==> src/rtl/vga_timing_gen.sv <==
// 640x480 @ 60 Hz VGA raster generator: pixel-rate divider, h/v counters and
// registered sync/bright/frame_start decode aligned with the counters.
module vga_timing_gen #(
    parameter int CLK_DIV        = 4,
    parameter int H_TOTAL        = 800,
    parameter int H_SYNC         = 96,
    parameter int H_BRIGHT_START = 144,
    parameter int H_BRIGHT_END   = 784,
    parameter int V_TOTAL        = 525,
    parameter int V_SYNC         = 2,
    parameter int V_BRIGHT_START = 35,
    parameter int V_BRIGHT_END   = 515
) (
    input  logic       clk,
    input  logic       reset,
    output logic [9:0] hCount,
    output logic [9:0] vCount,
    output logic       bright,
    output logic       hSync,
    output logic       vSync,
    output logic       pixel_en,
    output logic       frame_start
);

    localparam int DIV_W = (CLK_DIV > 1) ? $clog2(CLK_DIV) : 1;
    localparam logic [DIV_W-1:0] DIV_LAST = DIV_W'(CLK_DIV - 1);
    localparam logic [9:0] H_LAST  = 10'(H_TOTAL - 1);
    localparam logic [9:0] V_LAST  = 10'(V_TOTAL - 1);
    localparam logic [9:0] H_SYN   = 10'(H_SYNC);
    localparam logic [9:0] V_SYN   = 10'(V_SYNC);
    localparam logic [9:0] H_BR_LO = 10'(H_BRIGHT_START);
    localparam logic [9:0] H_BR_HI = 10'(H_BRIGHT_END);
    localparam logic [9:0] V_BR_LO = 10'(V_BRIGHT_START);
    localparam logic [9:0] V_BR_HI = 10'(V_BRIGHT_END);

    logic [DIV_W-1:0] div;
    logic [DIV_W-1:0] div_next;
    logic [9:0]       h_next;
    logic [9:0]       v_next;
    logic             h_wrap;
    logic             v_wrap;

    // With CLK_DIV = 1 div is stuck at 0 and this strobe is permanently high.
    assign pixel_en = (div == DIV_LAST);

    always_comb begin
        div_next = pixel_en ? '0 : div + DIV_W'(1);
        h_wrap   = (hCount == H_LAST);
        v_wrap   = (vCount == V_LAST);
        h_next   = hCount;
        v_next   = vCount;
        if (pixel_en) begin
            h_next = h_wrap ? 10'd0 : hCount + 10'd1;
            if (h_wrap) begin
                v_next = v_wrap ? 10'd0 : vCount + 10'd1;
            end
        end
    end

    // Decode from next-state counters so the registered flags line up with
    // the counter values they describe, with no skew for renderers.
    always_ff @(posedge clk or posedge reset) begin
        if (reset) begin
            div         <= '0;
            hCount      <= 10'd0;
            vCount      <= 10'd0;
            hSync       <= 1'b0;
            vSync       <= 1'b0;
            bright      <= 1'b0;
            frame_start <= 1'b0;
        end else begin
            div         <= div_next;
            hCount      <= h_next;
            vCount      <= v_next;
            hSync       <= (h_next >= H_SYN);
            vSync       <= (v_next >= V_SYN);
            bright      <= (h_next >= H_BR_LO) && (h_next < H_BR_HI) &&
                           (v_next >= V_BR_LO) && (v_next < V_BR_HI);
            frame_start <= pixel_en && h_wrap && v_wrap;
        end
    end

endmodule

==> config.mk <==
export PLATFORM = sky130hd
export DESIGN_NAME = vga_timing_gen
export DESIGN_NICKNAME = d
export VERILOG_FILES = /design/src/rtl/vga_timing_gen.sv
export SDC_FILE = /design/constraint.sdc
export NUM_CORES = 1
export LEC_CHECK = 0
export CELL_PAD_IN_SITES_DETAIL_PLACEMENT = 1
export CELL_PAD_IN_SITES_GLOBAL_PLACEMENT = 2
export CORE_MARGIN = 2
export CORE_UTILIZATION = 35
export CTS_CLUSTER_SIZE = 40
export DETAILED_ROUTE_END_ITERATION = 10
export GPL_ROUTABILITY_DRIVEN = 0
export PLACE_DENSITY = 0.9
export SLEW_MARGIN = 30
export SYNTH_ARGS = -nofsm -noshare
export SYNTH_HDL_FRONTEND = slang
export SYNTH_SLANG_ARGS = --single-unit
==> constraint.sdc <==
create_clock -name clk -period 6.26 [get_ports clk]
set_input_delay 1.252 -clock clk [delete_from_list [all_inputs] [get_ports clk]]
set_output_delay 1.252 -clock clk [all_outputs]
set_load 0.01 [all_outputs]
**After elaboration in Yosys (flattened, before gate mapping)**

Cells that the tools add are included.
Widths: inputs -> output; s select.

- $add $sub $neg: 3
- $lt $le $gt $ge: 6
- Equal/unequal tests: 3
- Multiplexer cells: 6
- Reductions and logical operators: 5

Operators with widths:

| kind | count |
|---|---|
| $mux 10 | 5 |
| $add 10x1->10 const B | 2 |
| $eq 10x10->1 const B | 2 |
| $lt 10x10->1 const B | 2 |
| $ge 10x2->1 const B | 1 |
| $ge 10x6->1 const B | 1 |
| $ge 10x7->1 const B | 1 |
| $ge 10x8->1 const B | 1 |
| $logic_and 1x1->1 | 5 |
| $add 2x1->2 const B | 1 |
| $eq 2x2->1 const B | 1 |
| $mux 2 | 1 |

- Register bits: 26
- Input port bits: 2

**Logic depth before layout (Yosys ltp)**

- Depth in word-level cells: 7
- Mapped depth: 9

**Worst setup path after synthesis**

Ideal clock, no wire load.

- Path kind: register -> register
- Start: register hCount[0]
- End: register bright
- Data arrival time: 2,705 ps
- Required time: 6,178 ps
- Slack: 3,473 ps
- Cell stages (with the launch flop): 9
- Buffers on the path: 1
- Cell sequence: dfrtp_1 > ha_1 > or4b_4 > buf_6 > nor4_1 > mux2_2 > nand4b_2 > or4b_1 > a31oi_1

- Elaborated cells on any way between the ends: 13
- Those cells by class: add/sub (1); order compare (4); eq/ne (1); mux (4); reduce/logical (3)

RTL lines:

| item | line | text |
|---|---|---|
| from (decl) | 16 | `output logic [9:0] hCount,` |
| from (signal assigned) | 73 | `hCount <= h_next;` |
| $eq 10x10->1 * | 48 | `h_wrap = (hCount == H_LAST);` |
| $mux 10 * | 54 | `if (h_wrap) begin` |
| $mux 10 * | 52 | `if (pixel_en) begin` |
| net v_next[4] | 39 | `logic [9:0] v_next;` |
| $ge 10x6->1 | 78 | `(v_next >= V_BR_LO) && (v_next < V_BR_HI);` |
| $logic_and 1x1->1 | 77 | `bright <= (h_next >= H_BR_LO) && (h_next < H_BR_HI) &&` |
| $logic_and 1x1->1 * | 78 |  |
| to (signal assigned) | 77 |  |
| to (decl) | 18 | `output logic bright,` |

The timed path passes the listed nets; every way through them passes the cells marked *.

**Worst setup path in the final report**

- Start: register hCount[0]
- End: register bright

- Longest elaborated chain between the ends: 7
- Elaborated cells on any way between the ends: 13
- Those cells by class: add/sub (1); order compare (4); eq/ne (1); mux (4); reduce/logical (3)

RTL lines:

| item | line | text |
|---|---|---|
| $add 10x1->10 / $eq 10x10->1 (equally long branches) | 53, 48 |  |
| $mux 10 | 53 | `h_next = h_wrap ? 10'd0 : hCount + 10'd1;` |
| $mux 10 | 52 |  |
| $ge 10x8->1 / $lt 10x10->1 (equally long branches) | 77 |  |
| $logic_and 1x1->1 (2 in series) | 77 |  |
| $logic_and 1x1->1 * | 78 |  |

Mark *: on every way between the ends. The rest lies on a longest branch, timed or not.

==> impl_metrics.tcl <==
set metrics [dict create \
    outcome "finished, final reports clean" \
    grt_max_degree 27 \
    area_growth_pct 22.71 \
    drtIter0Drc 75 \
    ys_seq_area_share_pct 44.07 \
    synth_area_sq_um 1476 \
    worst_setup_path_start_kind "flop" \
    fp.dieArea_sq_um 4754 \
    instances_no_fill 222 \
    numClockSinks 26 \
    synth_fp_nets 154 \
    holdPathEnd "div[0]" \
    crit_type "flop to flop" \
    tightestPinTransition_ns 0.6909 \
    r2r_end "bright" \
    clk_root_buffer_cell "clkbuf_8" \
    cts_setup_buffers 0 \
    die_h_microns 68.95 \
    slew_headroom_pct 53.69 \
    fmax_mhz 334.5 \
    async_reset_ff_share_pct 100.0 \
    worstSkewPairLatency_ns 0.27 \
    timing.rr.start "hCount[0]" \
    p_int_mw 0.2116 \
    drc 0 \
    grt_pass1_vias 1344 \
    setup_viol 0 \
    ys.flop_type "dfrtp_1" \
    setup_tns_ns 0 \
    cts_tree "done" \
    hold_slack_ns 0.4470 \
    nets 180 \
    power.density_nw_per_um2 147.8 \
    antenna_found_initial 0 \
    path_max_fanout 11 \
    grt_pass1_wl_mm 6.389 \
    crit_chain "ha_1 -> or4b_4 -> nor3_2 -> mux2i_1 -> nand4b_2 -> or4b_1 -> a31oi_1" \
    cts_made_buffers 3 \
    r2r_slack_ns 3.27 \
    drtPass1Iterations 4 \
    via_per_inst 5.595 \
    combPwrFrac_pct 1.5 \
    min_period_ns 2.989 \
    finClkSkew_ns 0.007794 \
    synth_cell_types 45 \
    io_buffers 26 \
    p_sw_mw 0.05619 \
    ctsResizeCount 0 \
    slew_viol_final 0 \
    slowest_delay_ns 0.55 \
    whs_path_depth 1 \
    reg2reg_depth 7 \
    die-width_microns 68.95 \
    ys_seq_elements 26 \
    cpMaxStageDelayCell "or4b_4" \
    post-route-period-util_pct 47.75 \
    synth-edff-count 0 \
    ir_worst_vdd_mv 0.08528 \
    worstHoldStart "div[0]" \
    synthCells 148 \
    clkPwrFrac_pct 35.9 \
    drive_above_1_share_pct 9.884 \
    routedWlPerCell_microns 16.73 \
    diodes 0 \
    sw_frac_of_total_pct 20.98 \
    clkTransAtPathRegs_ns 0.09 \
    hold_viol_final 0 \
    grt_usage_pct 18.18 \
    seq_power_share_pct 62.6 \
    hold_buffers 0 \
    yosysWarningCount 0 \
    cp-end-kind "flop" \
    crit_arrival_ns 3.19 \
    final_core_utilization_pct 44.97 \
    ios 27 \
    power_leakage_nw 0.7593 \
    rsz0062_at_grt "no" \
    cp.required_ns 6.46 \
    post_synth.cell_area_avg_sq_um 9.976 \
    maxCapViolCount 0 \
    hp-class "flop to flop" \
    ant_nets 0 \
    clockBufferDepth 2 \
    dpl.cell_count 219 \
    htree_levels 1 \
    rows 23 \
    start_util_pct 36.65 \
    drt-total-wl_mm 3.713 \
    overflow 0 \
    design.core.area_sq_um 4029 \
    dp_hpwl_mm 2.862 \
    num_vias 1242 \
]
==> worst max-delay path: cells and delay by family (launching register included) <==
kind / cells / cell delay (ns)
multiplexers: 1 / 0.28
flip-flops: 1 / 0.44
AO/OA/AOI/OAI: 1 / 0.17
AND/OR/NAND/NOR: 4 / 1.77
adder cells (fa/ha/maj): 1 / 0.24
==> cell usage after synthesis, drive strengths merged, types with 2 or more instances <==
library cell | n | area share [%]
a21oi | 2 | 0.68
and3 | 2 | 0.93
and3b | 2 | 1.2
buf | 2 | 1.1
clkbuf | 3 | 0.85
dfrtp | 26 | 44
ha | 4 | 3.4
inv | 6 | 1.5
mux2 | 2 | 1.5
mux2i | 3 | 2.0
nand2 | 13 | 3.3
nand3 | 12 | 4.1
nand4 | 6 | 2.5
nor2 | 10 | 2.5
nor3 | 8 | 3.1
nor4 | 3 | 2.3
o211ai | 2 | 1.0
o21ai | 8 | 2.7
o2bb2ai | 2 | 1.2
o31ai | 3 | 1.5
or2 | 2 | 0.85
or3 | 2 | 1.2
or3b | 2 | 1.2
or4b | 3 | 2.3
xnor2 | 3 | 1.8
xor2 | 5 | 3.0
==> power groups by stage <==
stage                     sequential, mW  clock (mW)  combinational, mW
after floorplan                    0.171           0            0.00249
after global placement             0.171           0            0.00409
after detailed placement           0.171           0            0.00438
after CTS                          0.168      0.0986            0.00441
after global routing               0.168       0.105            0.00471
final                              0.168      0.0960            0.00401
==> flip-flops by register name, indices dropped and copies added (netlist names) <==
signal,count
bright,1
frame_start,1
vSync,1
hSync,1
vCount,10
div,2
hCount,10
==> per-layer routing <==
layer	vias to the layer above	wire [microns]	track usage, %
li1	591	-	-
met1	615	1680	22.87
met2	31	1830	31.97
met3	5	156	3.084
met4	0	45	5.147
met5	-	0	0
==> metrics by stage <==
stage | power, mW | worst slack, ns | instance area (sq um)
finish | 0.2678 | 3.271 | 1812
floorplan | 0.1736 | 3.473 | 1476
global route | 0.2780 | 3.028 | 1812
global placement | 0.1752 | 3.432 | 1770
detailed placement | 0.1755 | 3.262 | 1770
CTS | 0.2708 | 3.238 | 1812
==> cells in the final DEF, fill, tap and decap left out, types with 2 or more instances in the layout <==
cell / Yosys / final
a21oi_1: 2 / 2
and3b_1: 2 / 2
clkbuf_8: 0 / 3
clkdlybuf4s50_1: 0 / 26
dfrtp_1: 26 / 26
ha_1: 4 / 4
inv_1: 6 / 5
mux2_2: 2 / 2
mux2i_1: 3 / 3
nand2_1: 13 / 13
nand3_1: 12 / 12
nand4_1: 6 / 6
nor2_1: 10 / 10
nor3_1: 7 / 7
nor4_1: 2 / 2
o211ai_1: 2 / 2
o21ai_0: 8 / 8
o2bb2ai_1: 2 / 2
o31ai_1: 3 / 3
or2_2: 2 / 2
or3b_2: 2 / 2
or4b_1: 2 / 2
xnor2_1: 3 / 3
xor2_1: 5 / 5
==> cell families (layout without fill, tap and decap cells) <==
family / after synthesis / after routing / share of synthesized area (%)
xor gates and xnor gates: 8 / 8 / 4.746
adders and majority gates: 4 / 4 / 3.390
and+or+nand+nor: 68 / 68 / 27.37
buffers and inverters: 11 / 35 / 3.474
muxes: 5 / 5 / 3.559
DFF: 26 / 26 / 44.07
AOI/OAI and AO/OA: 26 / 26 / 13.39
==> cell type report <==
| cell class | count | area (sq um) |
|---|---|---|
| clock buffer | 3 | 41.29 |
| tap | 50 | 62.56 |
| inverter | 6 | 22.52 |
| fill | 483 | 2217 |
| multi-input combinational | 111 | 774.5 |
| timing repair buffer | 26 | 260.3 |
| sequential | 26 | 650.6 |
==> worst max path at each step <==
stage | start | end | slack (ns) | depth (start not counted)
detailed placement | hCount[0] | bright | 3.26 | 7
floorplan | hCount[0] | bright | 3.47 | 8
CTS | hCount[0] | bright | 3.24 | 7
global route | div[0] | bright | 3.03 | 7
finish | hCount[0] | bright | 3.27 | 7
global placement | hCount[0] | bright | 3.43 | 7
Note: power is estimated with default switching activity, not from simulation.
